### src/rtl/wb_port_arbiter.sv
`default_nettype none
// ============================================================================
//  Module   : wb_port_arbiter
//  Brief    : Round-robin arbiter sharing one register-file write-back port
//             between the ALU result path (req 0) and the load path (req 1).
//             Optional macro WB_ARB_RANGE_CHECK_EN adds the err_range output.
//  Revision : 1.0 - initial release
// ============================================================================
module wb_port_arbiter #(
    parameter int DEPTH      = 15,
    parameter int LENGT      = 32,
    parameter int ADDR_W     = $clog2(DEPTH),
    parameter int FIFO_DEPTH = 2
) (
    input  logic              clk,
    input  logic              rst,
    input  logic              req0_valid,
    input  logic [ADDR_W-1:0] req0_dest,
    input  logic [LENGT-1:0]  req0_value,
    output logic              req0_ready,
    input  logic              req1_valid,
    input  logic [ADDR_W-1:0] req1_dest,
    input  logic [LENGT-1:0]  req1_value,
    output logic              req1_ready,
    output logic              wb_en,
    output logic [ADDR_W-1:0] wb_dest,
    output logic [LENGT-1:0]  wb_value,
    output logic              busy
`ifdef WB_ARB_RANGE_CHECK_EN
    ,
    output logic              err_range
`endif
);

    localparam int PTR_W = $clog2(FIFO_DEPTH);
    localparam int CNT_W = PTR_W + 1;

    logic [1:0]        w_in_valid;
    logic [ADDR_W-1:0] w_in_dest  [2];
    logic [LENGT-1:0]  w_in_value [2];
    logic [1:0]        w_ready;
    logic [1:0]        w_not_empty;
    logic [1:0]        w_grant;
    logic [ADDR_W-1:0] w_head_dest  [2];
    logic [LENGT-1:0]  w_head_value [2];

    assign w_in_valid    = {req1_valid, req0_valid};
    assign w_in_dest[0]  = req0_dest;
    assign w_in_dest[1]  = req1_dest;
    assign w_in_value[0] = req0_value;
    assign w_in_value[1] = req1_value;
    assign req0_ready    = w_ready[0];
    assign req1_ready    = w_ready[1];

    for (genvar gi = 0; gi < 2; gi++) begin : g_fifo
        logic [PTR_W-1:0]  wr_ptr_q;
        logic [PTR_W-1:0]  rd_ptr_q;
        logic [CNT_W-1:0]  count_q;
        logic [ADDR_W-1:0] dest_mem_q  [FIFO_DEPTH];
        logic [LENGT-1:0]  value_mem_q [FIFO_DEPTH];
        logic              w_push;
        logic              w_pop;

        // Ready looks only at the registered count, never at a same-cycle pop.
        assign w_ready[gi]      = !rst && (count_q < CNT_W'(FIFO_DEPTH));
        assign w_not_empty[gi]  = (count_q != '0);
        assign w_push           = w_in_valid[gi] & w_ready[gi];
        assign w_pop            = w_grant[gi];
        assign w_head_dest[gi]  = dest_mem_q[rd_ptr_q];
        assign w_head_value[gi] = value_mem_q[rd_ptr_q];

        always_ff @(posedge clk or posedge rst) begin
            if (rst) begin
                wr_ptr_q <= '0;
                rd_ptr_q <= '0;
                count_q  <= '0;
            end else begin
                if (w_push) wr_ptr_q <= wr_ptr_q + PTR_W'(1);
                if (w_pop)  rd_ptr_q <= rd_ptr_q + PTR_W'(1);
                count_q <= count_q + CNT_W'(w_push) - CNT_W'(w_pop);
            end
        end

        always_ff @(posedge clk) begin
            if (w_push) begin
                dest_mem_q[wr_ptr_q]  <= w_in_dest[gi];
                value_mem_q[wr_ptr_q] <= w_in_value[gi];
            end
        end
    end

    logic              rr_q;
    logic              rr_d;
    logic              wb_en_q;
    logic [ADDR_W-1:0] wb_dest_q;
    logic [LENGT-1:0]  wb_value_q;
    logic              err_q;
    logic              w_grant_any;
    logic              w_bad_dest;
    logic              w_write;
    logic [ADDR_W-1:0] w_sel_dest;
    logic [LENGT-1:0]  w_sel_value;

    always_comb begin
        w_grant    = 2'b00;
        rr_d       = rr_q;
        w_grant[0] = w_not_empty[0] && (!w_not_empty[1] || !rr_q);
        w_grant[1] = w_not_empty[1] && (!w_not_empty[0] ||  rr_q);
        if (w_grant[0])      rr_d = 1'b1;
        else if (w_grant[1]) rr_d = 1'b0;
    end

    assign w_grant_any = |w_grant;
    assign w_sel_dest  = w_grant[1] ? w_head_dest[1]  : w_head_dest[0];
    assign w_sel_value = w_grant[1] ? w_head_value[1] : w_head_value[0];

`ifdef WB_ARB_RANGE_CHECK_EN
    // Out-of-range entries still burn their slot and advance the RR pointer.
    assign w_bad_dest = w_grant_any && (32'(w_sel_dest) >= DEPTH);
    assign err_range  = err_q;
`else
    assign w_bad_dest = 1'b0;
`endif
    assign w_write = w_grant_any & ~w_bad_dest;

    always_ff @(posedge clk or posedge rst) begin
        if (rst) begin
            rr_q       <= 1'b0;
            wb_en_q    <= 1'b0;
            wb_dest_q  <= '0;
            wb_value_q <= '0;
            err_q      <= 1'b0;
        end else begin
            rr_q    <= rr_d;
            wb_en_q <= w_write;
            err_q   <= w_bad_dest;
            if (w_write) begin
                wb_dest_q  <= w_sel_dest;
                wb_value_q <= w_sel_value;
            end
        end
    end

    assign wb_en    = wb_en_q;
    assign wb_dest  = wb_dest_q;
    assign wb_value = wb_value_q;
    assign busy     = w_not_empty[0] | w_not_empty[1] | wb_en_q;

endmodule
`default_nettype wire

### config.mk
export PLATFORM = sky130hd
export DESIGN_NAME = wb_port_arbiter
export DESIGN_NICKNAME = d
export VERILOG_FILES = /design/src/rtl/wb_port_arbiter.sv
export SDC_FILE = /design/constraint.sdc
export NUM_CORES = 1
export LEC_CHECK = 0
export ABC_CLOCK_PERIOD_IN_PS = 7500
export CAP_MARGIN = 20
export CORE_MARGIN = 2
export CORE_UTILIZATION = 45
export CTS_CLUSTER_SIZE = 28
export DETAILED_ROUTE_END_ITERATION = 10
export PLACE_DENSITY = 0.73
export SLEW_MARGIN = 25
export SYNTH_ARGS = -nofsm -noshare
export SYNTH_HDL_FRONTEND = slang
export SYNTH_SLANG_ARGS = --single-unit
export TNS_END_PERCENT = 5
### constraint.sdc
create_clock -name clk -period 7.5 [get_ports clk]
set_clock_uncertainty 0.15 [all_clocks]
set_input_delay 1.5 -clock clk [delete_from_list [all_inputs] [get_ports clk]]
set_output_delay 1.5 -clock clk [all_outputs]
set_load 0.1 [all_outputs]
Word-level counts from Yosys, hierarchy flattened
Memory sizes are Yosys's and may differ from the RTL's.
Index checks and enable logic that the tools add are counted.
{"block": "totals", "inputBits": 76, "memories": 4, "latchBits": 0, "elab_cells": 50, "output_inout_bits": 40, "reg_bits": 46, "mem_bits_ro": 0, "ram_bits": 144}
{"block": "classes", "div_mod_pow": 0, "n_addsub": 8, "bitwise_logic": 4, "shift": 0, "eq_ne": 0, "n_reduce_logical": 14, "n_mul": 0, "n_lt_le_gt_ge": 2, "muxes": 8}
{"name": "g_fifo[0].value_mem_q", "depth": 2, "word_bits": 32, "read_ports": 1, "rd_ports_with_merged_regs": 0, "write_ports": 1, "line_no": "60", "rtl": "logic [LENGT-1:0] value_mem_q [FIFO_DEPTH];"}
{"name": "g_fifo[1].value_mem_q", "depth": 2, "word_bits": 32, "read_ports": 1, "rd_ports_with_merged_regs": 0, "write_ports": 1, "line_no": "60"}
{"name": "g_fifo[0].dest_mem_q", "depth": 2, "word_bits": 4, "read_ports": 1, "rd_ports_with_merged_regs": 0, "write_ports": 1, "line_no": "59", "rtl": "logic [ADDR_W-1:0] dest_mem_q [FIFO_DEPTH];"}
{"name": "g_fifo[1].dest_mem_q", "depth": 2, "word_bits": 4, "read_ports": 1, "rd_ports_with_merged_regs": 0, "write_ports": 1, "line_no": "59"}
{"cell": "32-bit 2-to-1 mux", "count": 1}
{"cell": "1-bit 2-to-1 mux", "count": 6}
{"cell": "2-bit nonzero test", "count": 3}
{"cell": "1-bit adder (second input constant)", "count": 4}
{"cell": "2-bit by 1-bit adder with 2-bit output", "count": 2}
{"cell": "1-bit logical AND", "count": 4}
{"cell": "1-bit zero test", "count": 4}
{"cell": "2-bit less-than comparator (second input constant)", "count": 2}
{"cell": "4-bit 2-to-1 mux", "count": 1}
{"cell": "2-bit by 1-bit subtractor with 2-bit output", "count": 2}
{"cell": "1-bit AND", "count": 2}
{"cell": "1-bit logical OR", "count": 2}
{"cell": "1-bit bitwise OR", "count": 2}
{"cell": "2-bit OR reduction", "count": 1}

Logic depth before layout (Yosys ltp)
{"block": "depth", "depth_word": 6, "ltp_mapped": 6, "mapped_depth_nobuf": 5}

Worst setup path before layout
Ideal clock, no wire load.
{"block": "synth_timing", "kind": "input-to-reg", "startpoint": "in rst", "endpoint": "mem g_fifo[0].dest_mem_q[0][0] in the netlist's numbering (enable)", "required_time_ps": 6921, "setup_time_ps": 429, "path_slack_ps": 2183, "path_stages": 3, "arrival_time_ps": 4737, "path_buffers": 0, "path_cell_list": "nor2_1 > nand2_1 > nor2_1"}
{"block": "synth_between", "elab_chain_cells": 5}
{"item": "start, declared", "line_no": "16", "rtl": "input logic rst,"}
{"item": "1-bit zero test (no source line)"}
{"item": "1-bit logical AND", "line_no": "65", "rtl": "assign w_ready[gi] = !rst && (count_q < CNT_W'(FIFO_DEPTH));"}
{"item": "1-bit AND", "line_no": "67", "rtl": "assign w_push = w_in_valid[gi] & w_ready[gi];"}
{"item": "1-bit 2-to-1 mux", "line_no": "85", "rtl": "if (w_push) begin"}
{"item": "1-bit 2-to-1 mux (implied by the code)", "line_no": "86", "rtl": "dest_mem_q[wr_ptr_q] <= w_in_dest[gi];"}
{"item": "end, declared", "line_no": "59"}
Every way passes these cells.

Final worst setup path
{"block": "layout_timing", "startpoint": "in rst", "endpoint": "out req1_ready"}
{"block": "layout_between", "elab_chain_cells": 2}
{"item": "1-bit zero test (no source line)"}
{"item": "1-bit logical AND", "line_no": "65"}
{"item": "end, declared", "line_no": "24", "rtl": "output logic req1_ready,"}
Every way passes these cells.

==> flow_metrics.env <==
export IMPL_slew_headroom_pct=31.03
export IMPL_numPortBuffers=115
export IMPL_crit_path_frequent_cell="clkdlybuf4s50_1"
export IMPL_stdcell_area_um2=9299
export IMPL_cp_cell_sequence="clkdlybuf4s50_1, nor2_1, clkdlybuf4s50_1"
export IMPL_yosysWarnings=0
export IMPL_setup_tns_ns=0
export IMPL_final_setup_worst_slack_ns=2.419
export IMPL_synth_top_cell_area_share_pct=58.37
export IMPL_gp_congestion=0.7486
export IMPL_ctsHoldBuffers=0
export IMPL_die_x_um=132.3
export IMPL_maxSlewViolCount=0
export IMPL_hold_viol_final=0
export IMPL_wire_per_inst_um=19.05
export IMPL_htreeDepth=4
export IMPL_intPower_mw=2.433
export IMPL_min_period_ns=5.081
export IMPL_clk_pin_slew_ns=0.07
export IMPL_grt_usage_pct=18.07
export IMPL_critPathLaunchType="input pin"
export IMPL_clkLatencyLatePin_ns=0.43
export IMPL_crit_slowest_cell="clkdlybuf4s50_1"
export IMPL_fillers=1266
export IMPL_vias=4345
export IMPL_syn_area_um2=7408
export IMPL_cts_root_buf="clkbuf_16"
export IMPL_numCtsBuffers=17
export IMPL_cts_num_sinks=190
export IMPL_grt_setup_unrepaired="no"
export IMPL_timing_setup_critical_path_class="in -> out"
export IMPL_synth_flop_cell="edfxtp_1"
export IMPL_ant_nets=0
export IMPL_ys_ff_latch=190
export IMPL_grt_max_degree=76
export IMPL_synth_area_per_cell_um2=15.83
export IMPL_post_cts_buffers=0
export IMPL_max_freq_ghz=0.1968
export IMPL_ir_worst_vdd_uv=443.7
export IMPL_p_comb_share_pct=44.4
export IMPL_crit_arrival_ns=3.43
export IMPL_final_core_utilization_pct=58.12
export IMPL_drt_pre_antenna_iters=5
export IMPL_hold_ws_ns=0.4122
export IMPL_finalCritPeriodShare_pct=67.75
export IMPL_path_max_fanout=5
export IMPL_synthToLayoutAreaGrowth_pct=25.52
export IMPL_setup_viol=0
export IMPL_drc=0
export IMPL_dp_slack_ns=2.451
export IMPL_dieArea_um2=17510
export IMPL_start_util_pct=46.30
export IMPL_p_per_area_nw_per_um2=471.5
export IMPL_cts_resized=0
export IMPL_synth_edf_count=144
export IMPL_critPathCaptureType="primary output"
export IMPL_clockPowerShare_pct=18.7
export IMPL_coreArea_um2=16000
export IMPL_synth_nets=546
export IMPL_drt_wl_total_um=15380
export IMPL_dpl_instance_area_um2=8740
export IMPL_num_antenna_cells=0
export IMPL_synth_area_leader_cell="edfxtp_1"
export IMPL_synthCells=468
export IMPL_yosysSeqAreaShare_pct=73.91
export IMPL_status="finished, final reports clean"
export IMPL_rows=46
export IMPL_seq_power_share_pct=37.0
export IMPL_max_stage_delay_ns=1.17
export IMPL_drv_cap=0
export IMPL_hold_path_class="reg -> reg"
export IMPL_synthTopCellsByArea="edfxtp_1 (58%), dfrtp_1 (16%), mux2_2 (5.5%)"
export IMPL_grt_pass1_vias=4491
export IMPL_clockBufferDepth=2
export IMPL_synth_top_cells_by_count="edfxtp_1 (144), dfrtp_1 (46), mux2i_1 (37)"
export IMPL_worst_pin_slew_ns=1.031
export IMPL_p_sw_share_pct=44.50
export IMPL_ys_types=31
export IMPL_overflow=0
export IMPL_die_h_um=132.3
export IMPL_async_flop_share_pct=24.21
export IMPL_required_ns=5.85
export IMPL_grt_pass1_wl_um=24010
export IMPL_yosysMostFrequentCell="edfxtp_1"
export IMPL_antenna_found_initial=0
export IMPL_cts_tree="built"
export IMPL_drive_gt1_share_pct=14.89
export IMPL_leakage_nw=3.300
export IMPL_nets=656
export IMPL_initialDrtViolationCount=323
export IMPL_switching_power_mw=1.951
export IMPL_dp_hpwl_um=9346
export IMPL_via_per_inst=5.384
export IMPL_ios=116
cell usage in the layout, fill, tap and decap left out, types with 2 or more instances in the layout:
master and instances:
edfxtp_1 144, clkdlybuf4s50_1 115, dfrtp_1 43, mux2i_1 37, mux2_2 36, o22ai_1 36, a21oi_1 36, nand2_1 30
o21ai_1 30, clkbuf_16 17, nand2_2 10, o21ai_0 8, clkinv_2 5, xor2_1 4, xnor2_1 4, clkbuf_8 4
clkbuf_1 4, nor2_4 3, nor2_1 3, buf_16 3, and3_2 2, ha_1 2, dfrtp_2 2
state kept, by name, summed over array words and instances, names as in the netlist:
signal	count
wb_en	1
rr_q	1
g_fifo.value_mem_q	128
wb_dest	4
g_fifo.count_q	4
g_fifo.wr_ptr_q	2
wb_value	32
g_fifo.rd_ptr_q	2
g_fifo.dest_mem_q	16
path summary, 6_finish.rpt:
path,from,to,slack (ns),depth (start not counted)
setup / recovery,rst,req1_ready,2.42,3
hold / removal,g_fifo[0].wr_ptr_q,g_fifo[0].wr_ptr_q,0.41,1
setup reg to reg,rr_q,g_fifo[0].count_q[1],5.13,5
hold reg to reg,g_fifo[0].wr_ptr_q,g_fifo[0].wr_ptr_q,0.41,1
max in group asynchronous,rst,g_fifo[0].rd_ptr_q,5.22,2
min in group asynchronous,rst,g_fifo[0].count_q[1],1.48,2
area by class of cell:
cell class | count | area (µm²) | share of cell area [%]
multi-input combinational | 249 | 1772 | 19.05
clock inverter | 7 | 36.28 | 0.3902
timing repair buffer | 118 | 1234 | 13.27
tap | 216 | 270.3 | 2.906
sequential | 190 | 5482 | 58.95
inverter | 2 | 10.01 | 0.1076
clock buffer | 25 | 495.5 | 5.328
per-layer routing:
| layer | wire [µm] | part of all wire [%] | GRT usage, % | vias up |
|---|---|---|---|---|
| met5 | 0 | 0 | 0 | - |
| met4 | 253 | 1.6 | 7.646 | 0 |
| met3 | 826 | 5.4 | 5.267 | 20 |
| met2 | 7769 | 51 | 29.66 | 119 |
| met1 | 6527 | 42 | 22.51 | 2211 |
| li1 | - | - | - | 1995 |
power groups by stage:
stage	registers (mW)	logic (mW)	clock network [mW]
detailed placement	1.64	1.94	0
CTS	1.63	1.95	0.828
finish	1.62	1.95	0.818
floorplan	2.21	0.888	0
global placement	1.63	1.86	0
global route	1.65	2.05	0.870
kinds of logic after synthesis:
group           Yosys count  synth area share, %
xor+xnor                  8               0.9457
fa+ha+maj                 2               0.3377
buf+inv                  29                2.584
mux                      73                10.47
simple gates             53                3.327
compound gates          113                8.428
flops                   190                73.91
metrics by stage:
step | total power [mW] | instances
floorplan | 3.099 | 468
global placement | 3.492 | 772
detailed placement | 3.581 | 774
CTS | 4.399 | 806
global route | 4.569 | 807
finish | 4.384 | 807
critical path, delay by kind of cell:
kind	cells	cell delay (ns)
simple gates	1	0.23
buf+inv	2	1.69
Power figures use the tool's default switching activity.
